==> src/rtl/arcade_input_pkg.sv <==
// Shared bit indices and coin FSM state type for the arcade input conditioner.
package arcade_input_pkg;

  localparam int unsigned JB_R      = 0;
  localparam int unsigned JB_L      = 1;
  localparam int unsigned JB_D      = 2;
  localparam int unsigned JB_U      = 3;
  localparam int unsigned JB_FIRE   = 4;
  localparam int unsigned JB_START1 = 5;
  localparam int unsigned JB_START2 = 6;
  localparam int unsigned JB_COIN   = 7;
  localparam int unsigned JB_PAUSE  = 8;

  localparam int unsigned NUM_USED  = 9;

  typedef enum logic [1:0] {
    IDLE,
    PULSE,
    GAP,
    HOLD
  } coin_state_t;

endpackage

==> src/rtl/input_debounce.sv <==
// Single-bit debouncer: output follows the synchronised input only after it has
// differed stably for DEBOUNCE_CYC cycles.
module input_debounce #(
  parameter int unsigned DEBOUNCE_CYC = 200000
) (
  input  logic clk_sys,
  input  logic reset,
  input  logic raw_s,
  output logic db
);

  localparam int unsigned CntW = $clog2(DEBOUNCE_CYC + 1);

  logic [CntW-1:0] cnt_q, cnt_d;
  logic            db_q, db_d;

  always_comb begin
    db_d  = db_q;
    cnt_d = '0;
    if (raw_s == db_q) begin
      cnt_d = '0;
    end else if (cnt_q == CntW'(DEBOUNCE_CYC - 1)) begin
      db_d  = raw_s;
      cnt_d = '0;
    end else begin
      cnt_d = cnt_q + CntW'(1);
    end
  end

  always_ff @(posedge clk_sys) begin
    if (reset) begin
      db_q  <= 1'b0;
      cnt_q <= '0;
    end else begin
      db_q  <= db_d;
      cnt_q <= cnt_d;
    end
  end

  assign db = db_q;

endmodule

==> src/rtl/arcade_input_conditioner.sv <==
// Synchronises, debounces and shapes the merged joystick word into the core's
// direction/fire/start levels, a fixed-width coin pulse and pause toggle requests.
module arcade_input_conditioner
  import arcade_input_pkg::*;
#(
  parameter int unsigned DEBOUNCE_CYC   = 200000,
  parameter int unsigned COIN_PULSE_CYC = 4000000,
  parameter int unsigned COIN_GAP_CYC   = 4000000,
  parameter bit          SOCD_CLEAN     = 1'b1
) (
  input  logic        clk_sys,
  input  logic        reset,
  input  logic [15:0] joy_raw,
  output logic [4:0]  dir_fire,
  output logic        start1,
  output logic        start2,
  output logic        coin_pulse,
  output logic        pause_toggle,
  output logic [7:0]  coin_count
);

  localparam int unsigned CoinMax = (COIN_PULSE_CYC > COIN_GAP_CYC) ? COIN_PULSE_CYC
                                                                     : COIN_GAP_CYC;
  localparam int unsigned CoinW   = $clog2(CoinMax + 1);

  logic unused_hi;
  assign unused_hi = ^joy_raw[15:9];

  logic [NUM_USED-1:0] sync1_q, sync2_q, db;

  always_ff @(posedge clk_sys) begin
    if (reset) begin
      sync1_q <= '0;
      sync2_q <= '0;
    end else begin
      sync1_q <= joy_raw[NUM_USED-1:0];
      sync2_q <= sync1_q;
    end
  end

  for (genvar i = 0; i < NUM_USED; i++) begin : g_db
    input_debounce #(
      .DEBOUNCE_CYC(DEBOUNCE_CYC)
    ) u_db (
      .clk_sys(clk_sys),
      .reset  (reset),
      .raw_s  (sync2_q[i]),
      .db     (db[i])
    );
  end

  // Opposing directions cancel so the core never sees an impossible stick position.
  logic up, dn, lf, rt;
  always_comb begin
    up = db[JB_U];
    dn = db[JB_D];
    lf = db[JB_L];
    rt = db[JB_R];
    if (SOCD_CLEAN && db[JB_U] && db[JB_D]) begin
      up = 1'b0;
      dn = 1'b0;
    end
    if (SOCD_CLEAN && db[JB_L] && db[JB_R]) begin
      lf = 1'b0;
      rt = 1'b0;
    end
  end

  logic [4:0] dir_fire_q;
  logic       start1_q, start2_q;
  logic       pause_prev_q, pause_toggle_q;

  always_ff @(posedge clk_sys) begin
    if (reset) begin
      dir_fire_q     <= '0;
      start1_q       <= 1'b0;
      start2_q       <= 1'b0;
      pause_prev_q   <= 1'b0;
      pause_toggle_q <= 1'b0;
    end else begin
      dir_fire_q     <= {db[JB_FIRE], up, dn, lf, rt};
      start1_q       <= db[JB_START1];
      start2_q       <= db[JB_START2];
      pause_prev_q   <= db[JB_PAUSE];
      pause_toggle_q <= db[JB_PAUSE] & ~pause_prev_q;
    end
  end

  assign dir_fire     = dir_fire_q;
  assign start1       = start1_q;
  assign start2       = start2_q;
  assign pause_toggle = pause_toggle_q;

  // Coin FSM: one shared down-counter, reloaded on entry to PULSE and GAP.
  coin_state_t      state_q, state_d;
  logic [CoinW-1:0] ccnt_q, ccnt_d;
  logic [7:0]       coin_count_q, coin_count_d;
  logic             coin_prev_q;
  logic             coin_rise;

  assign coin_rise = db[JB_COIN] & ~coin_prev_q;

  always_ff @(posedge clk_sys) begin
    if (reset) begin
      state_q      <= IDLE;
      ccnt_q       <= '0;
      coin_count_q <= '0;
      coin_prev_q  <= 1'b0;
    end else begin
      state_q      <= state_d;
      ccnt_q       <= ccnt_d;
      coin_count_q <= coin_count_d;
      coin_prev_q  <= db[JB_COIN];
    end
  end

  always_comb begin
    state_d      = state_q;
    ccnt_d       = ccnt_q;
    coin_count_d = coin_count_q;
    unique case (state_q)
      IDLE: begin
        if (coin_rise) begin
          state_d      = PULSE;
          ccnt_d       = CoinW'(COIN_PULSE_CYC - 1);
          coin_count_d = coin_count_q + 8'd1;
        end
      end
      PULSE: begin
        if (ccnt_q == '0) begin
          state_d = GAP;
          ccnt_d  = CoinW'(COIN_GAP_CYC - 1);
        end else begin
          ccnt_d = ccnt_q - CoinW'(1);
        end
      end
      GAP: begin
        if (ccnt_q == '0) begin
          state_d = db[JB_COIN] ? HOLD : IDLE;
          ccnt_d  = '0;
        end else begin
          ccnt_d = ccnt_q - CoinW'(1);
        end
      end
      HOLD: begin
        if (!db[JB_COIN]) begin
          state_d = IDLE;
        end
      end
      default: state_d = IDLE;
    endcase
  end

  always_comb begin
    coin_pulse = (state_q == PULSE);
  end

  assign coin_count = coin_count_q;

endmodule

==> config.mk <==
export PLATFORM = sky130hd
export DESIGN_NAME = arcade_input_conditioner
export DESIGN_NICKNAME = d
export VERILOG_FILES = /design/src/rtl/arcade_input_pkg.sv /design/src/rtl/input_debounce.sv /design/src/rtl/arcade_input_conditioner.sv
export SDC_FILE = /design/constraint.sdc
export NUM_CORES = 1
export LEC_CHECK = 0
export CAP_MARGIN = 20
export CORE_ASPECT_RATIO = 1.4
export CORE_MARGIN = 4
export CORE_UTILIZATION = 34
export CTS_CLUSTER_DIAMETER = 120
export CTS_CLUSTER_SIZE = 14
export DETAILED_ROUTE_END_ITERATION = 16
export GPL_ROUTABILITY_DRIVEN = 1
export HOLD_SLACK_MARGIN = 0.02
export PLACE_DENSITY = 0.51
export SLEW_MARGIN = 20
export SYNTH_ARGS = -nofsm -noshare
export SYNTH_HDL_FRONTEND = slang
export SYNTH_SLANG_ARGS = --single-unit
==> constraint.sdc <==
create_clock -name clk_sys -period 3.2 [get_ports clk_sys]
set_clock_uncertainty 0.2 [all_clocks]
set_input_delay 0.32 -clock clk_sys [delete_from_list [all_inputs] [get_ports clk_sys]]
set_output_delay 0.32 -clock clk_sys [all_outputs]
set_load 0.01 [all_outputs]
======== Word-level counts from Yosys, hierarchy flattened ========
Index checks and enable logic that the tools add are counted.
storage, ports and cells
  register bits ........................... 231
  latch bits .............................. 0
  RAM bits ................................ 0
  memory bits (read-only) ................. 0
  output and inout port bits .............. 17
  memories ................................ 0
cells by class
  add/sub/neg operators ................... 11
  multipliers ............................. 0
  div/mod/pow operators ................... 0
  magnitude comparators ................... 0
  equal/unequal tests ..................... 25
  shift-type cells ........................ 0
  muxes and demuxes ....................... 10
  bitwise operators ....................... 13
  reductions and logical operators ........ 28
operators by type and width
  cell                                                                   count
  18-bit by 1-bit adder with 18-bit output, second input constant        9
  18-bit equality test, second input constant                            9
  22-bit 2-to-1 mux                                                      3
  22-bit one-hot mux with 3 select lines                                 1
  3-bit OR reduction                                                     9
  22-bit logical NOT                                                     1
  2-bit AND reduction                                                    11
  22-bit by 1-bit subtractor with 22-bit output, second input constant   1
  1-bit inverter                                                         11
  2-bit 2-to-1 mux                                                       5
  1-bit equality test                                                    9
  8-bit by 1-bit adder with 8-bit output, second input constant          1
  2-bit one-hot mux with 4 select lines                                  1
  2-bit != test, second input constant                                   3
  2-bit equality test, second input constant                             2
  4-bit AND reduction                                                    1
  2-bit OR reduction                                                     2
  3-bit nonzero test                                                     1
  1-bit AND                                                              2
  2-bit by 1-bit equality test with 1-bit output, second input constant  1
  1-bit logical AND                                                      2
  2-bit logical NOT                                                      1
  2-bit by 1-bit != test with 1-bit output, second input constant        1

======== Longest topological paths before layout ========
  word-level depth ........................ 4
  mapped depth ............................ 9
  gate-level depth less buffers ........... 7

======== Cells and area by module ========
Synthesis repeated with hierarchy kept, for this count alone.
second synthesis, totals
  cells, all modules ...................... 1169
  area total of the unflattened synthesis .. 10707.8 sq um
by module, submodules not included
  module                    times used  cells each  area an instance (sq um)  sequential area each (sq um)
  input_debounce            9           100         910.9                     380.4
  arcade_input_conditioner  1           269         2509.9                    1201.2

======== Worst setup path after synthesis ========
No wires, ideal clock.
  path type ............................... reg-to-reg
  from .................................... register ccnt_q[0]
  to ...................................... register ccnt_q[14]
  arrival time ............................ 1875 ps
  slack ................................... 1050 ps
  stages on the path, launching flop included .. 8
  buffers on the path ..................... 0
  cell sequence ........................... dfxtp_1 inv_1 ha_1 or3b_1 nor2_1 nand4b_1 or4_1 a31oi_1
between the ends
  word-level cells in the longest chain between the ends .. 3
  elaborated cells between the ends (all ways) .. 5
  classes of those cells .................. 1 x add/sub; 3 x mux; 1 x reduce/logical
RTL lines
  item                                                                                 line                                                              source
  start, declared                                                                      arcade_input_conditioner.sv:96                                    logic [CoinW-1:0] ccnt_q, ccnt_d;
  start signal, assigned                                                               arcade_input_conditioner.sv:111                                   ccnt_q <= ccnt_d;
  22-bit by 1-bit subtractor with 22-bit output or 22-bit logical NOT (tied branches)  --
  22-bit 2-to-1 mux, on equally long branches                                          arcade_input_conditioner.sv:138, arcade_input_conditioner.sv:130
  22-bit one-hot mux with 3 select lines (*)                                           arcade_input_conditioner.sv:121                                   unique case (state_q)
Mark *: on every way between the ends. The rest lies on a longest branch, timed or not.
A chain may end at the register's enable or synchronous reset.

======== Final worst setup path ========
  from .................................... register state_q[0]
  to ...................................... register ccnt_q[7]
between the ends
  word-level cells in the longest chain between the ends .. 3
  elaborated cells between the ends (all ways) .. 7
  classes of those cells .................. 3 x eq/ne; 1 x mux; 3 x reduce/logical
RTL lines
  item                                                                          line                             source
  start, declared                                                               arcade_input_conditioner.sv:95   coin_state_t state_q, state_d;
  start signal, assigned                                                        arcade_input_conditioner.sv:110  state_q <= state_d;
  2-bit by 1-bit equality test with 1-bit output, or another cell as far along  arcade_input_conditioner.sv:121
  3-bit nonzero test (no line) or 2-bit != test (tied branches)                 --
  2-bit AND reduction (no line)                                                 --
Parallel ways exist; a longest one is shown, timed or not.

==> run summary <==
total of max-cap violations: 0
filler instances: 2,959
Synth Instances: 1,125
worst-margin pin slew: 852 ps
largest net degree at the start of global routing: 37
grt met2 use: 0.210
Crit path top cell by count: inv_1
Starting Density: 0.348
Detailed Routing Iterations Pass 1: 4
register area share after synthesis: 0.464
status: finished clean
ys flop type: dfxtp_1
worst vdd ir: 0.000290 V
Avg Synthesized Cell Area: 8.86 um2
number of synthesis warnings: 0
Placed Instances: 1,500
number of synthesized register bits: 231
# rows: 73
Antenna Nets Post-Route: 0
fraction of layout instances using a drive strength above 1: 0.0392
DIE AREA: 0.0322 mm2
DR WL/cell: 12.4 um
root buffer cell: clkbuf_16
Final period util: 0.768
post-CTS setup buffer count: 0
Vias: 7,418
WP data required: 3420 ps
initial antenna violation count: 0
GRT Max-Usage Layer: met2
mapped cell area: 0.00997 mm2
Post-synth EDFFs: 0
total wire length: 18.9 mm
total track usage: 0.119
setup TNS: 0 ps
core area: 0.0287 mm2
fmax: 0.407 GHz
clk sinks: 231
GP Congestion: 0.778
final std cells w/o fill: 1,522
hold_ws: 114 ps
Clock Tree Buf Depth: 3
# diodes: 0
CP Buf/Inv Count: 3
Setup Viol. Count Final: 0
post-DP HPWL: 12.8 mm
ordered list of cells on the worst path: inv_1, ha_1, inv_1, o21ai_1, buf_4, nor2_1, a211oi_1
most frequent cell after synthesis: dfxtp_1
crit path max fanout: 12
distinct cell type count after synthesis: 58
Crit path arrival time: 2670 ps
Nets: 1,181
slowest stage delay, CP: 670 ps
Synth top area share: 0.464
first-pass GRT wire length: 33.5 mm
Fin. Hold Viols: 0
crit end category: flip-flop
final worst path period need: 2460 ps
Horiz. Die Dim: 153 um
vias in the first global route: 7,305
Final Core Density: 0.388
CTS buffer count: 20
DRT iter0 DRCs: 325
Resize count post-CTS: 0
worst min-delay path class: input pin to flip-flop
I/O pin count: 35
IO buf count: 27
DRC viols: 0
area delta synth->final: 11.7%
slew margin rel.: 0.428
cell family with the largest share of critical-path delay: compound AO/OA/AOI/OAI gates
Slew Limit Fails: 0
biggest area consumer among synthesized cells: dfxtp_1
met3 Usage GRT: 0.0168
GR Util met1: 0.147
FFs w/ async S/R, synth: 0
htree depth: 1
clock-pin slew on the worst setup and hold paths: 70 ps
worst-skew pair later-pin latency: 510 ps
die height: 211 um
cts hold-fix bufs: 0
CP max-delay cell: o21ai_1
Startpoint Class: flip-flop
unrepaired setup endpoints after global routing: no
CTS tree: yes
Synth area leaders: dfxtp_1 46%, xor2_1 9.4%, nor2_1 8.4%
LEAKAGE: 0.00370 uW
grt ovf: 0
crit path kind: flip-flop to flip-flop
Pwr Density: 509 mW/mm2
synthesized net count: 1,159
Avg Vias per Cell: 4.87
commonest cells in the netlist: 231 x dfxtp_1, 223 x nor2_1, 107 x xor2_1
[state kept, by name (all words and copies together) (netlist names)]
name and count:
g_db.u_db.cnt_q 162, ccnt_q 22, g_db.u_db.db 9, sync1_q 9
sync2_q 9, coin_count 8, dir_fire 5, state_q 2
coin_prev_q 1, pause_prev_q 1, pause_toggle 1, start1 1
start2 1
[metrics by stage]
step	setup WS, ps	power [uW]	area [um2]
floorplan	1050	3410	9970
global placement	753	3570	10600
detailed placement	779	3560	10600
CTS	757	5800	11100
global route	561	5970	11100
finish	741	5670	11100
[metal layers]
metal | share of wire | vias to the layer above | routed length [um]
met5 | 0 | - | 0
met2 | 0.48 | 58 | 9140
met4 | 0.025 | 0 | 478
met1 | 0.47 | 3453 | 8810
met3 | 0.024 | 33 | 458
li1 | - | 3874 | -
[placed cells by master, fill, tap and decap left out, drive strengths merged, types with 16 or more instances in the layout]
master | netlist | layout
inv | 20 | 21
nor3 | 32 | 32
nor2b | 24 | 24
a21oi | 16 | 16
nand4 | 44 | 44
xor2 | 107 | 107
dfxtp | 231 | 231
nand3 | 68 | 68
nor2 | 224 | 224
ha | 16 | 16
clkdlybuf4s50 | 0 | 26
and4 | 19 | 19
nand2 | 69 | 69
clkbuf | 25 | 21
o21ai | 18 | 18
xnor2 | 56 | 56
and3 | 30 | 30
[worst reg2reg max path: cells and delay by family, from the launching register on]
kind / cells / cell delay, ps
flip-flops: 1 / 410
AO/OA/AOI/OAI: 2 / 880
adder cells (fa/ha/maj): 1 / 360
buffers and inverters: 3 / 480
AND/OR/NAND/NOR: 1 / 50
[final cells by class]
cell class / instances / area, um2 / share of cell area
multi-input combinational: 839 / 5110 / 0.459
sequential: 231 / 4620 / 0.415
inverter: 20 / 75.1 / 0.00674
timing repair buffer: 35 / 325 / 0.0292
clock buffer: 21 / 526 / 0.0472
clock inverter: 1 / 8.76 / 0.000787
tap: 375 / 469 / 0.0421
[path summary, 6_finish.rpt]
kind	from	endpoint	slack (ps)	depth (start not counted)
max	state_q[0]	ccnt_q[7]	740	7
min	reset	g_db[1].u_db.db	110	2
max reg2reg	state_q[0]	ccnt_q[7]	740	7
min reg2reg	pause_prev_q	pause_toggle	180	1
[where the power goes]
part / internal [uW] / switching (uW)
sequential: 2910 / 35.1
combinational: 211 / 342
clock: 1160 / 1010
[cell families after synthesis]
group / synth area share
fa+ha+maj: 0.0201
flops: 0.464
mux: 0.00903
compound gates: 0.0400
buf+inv: 0.0241
simple gates: 0.300
xor+xnor: 0.143
No activity file was read; power rests on OpenSTA's default activity.
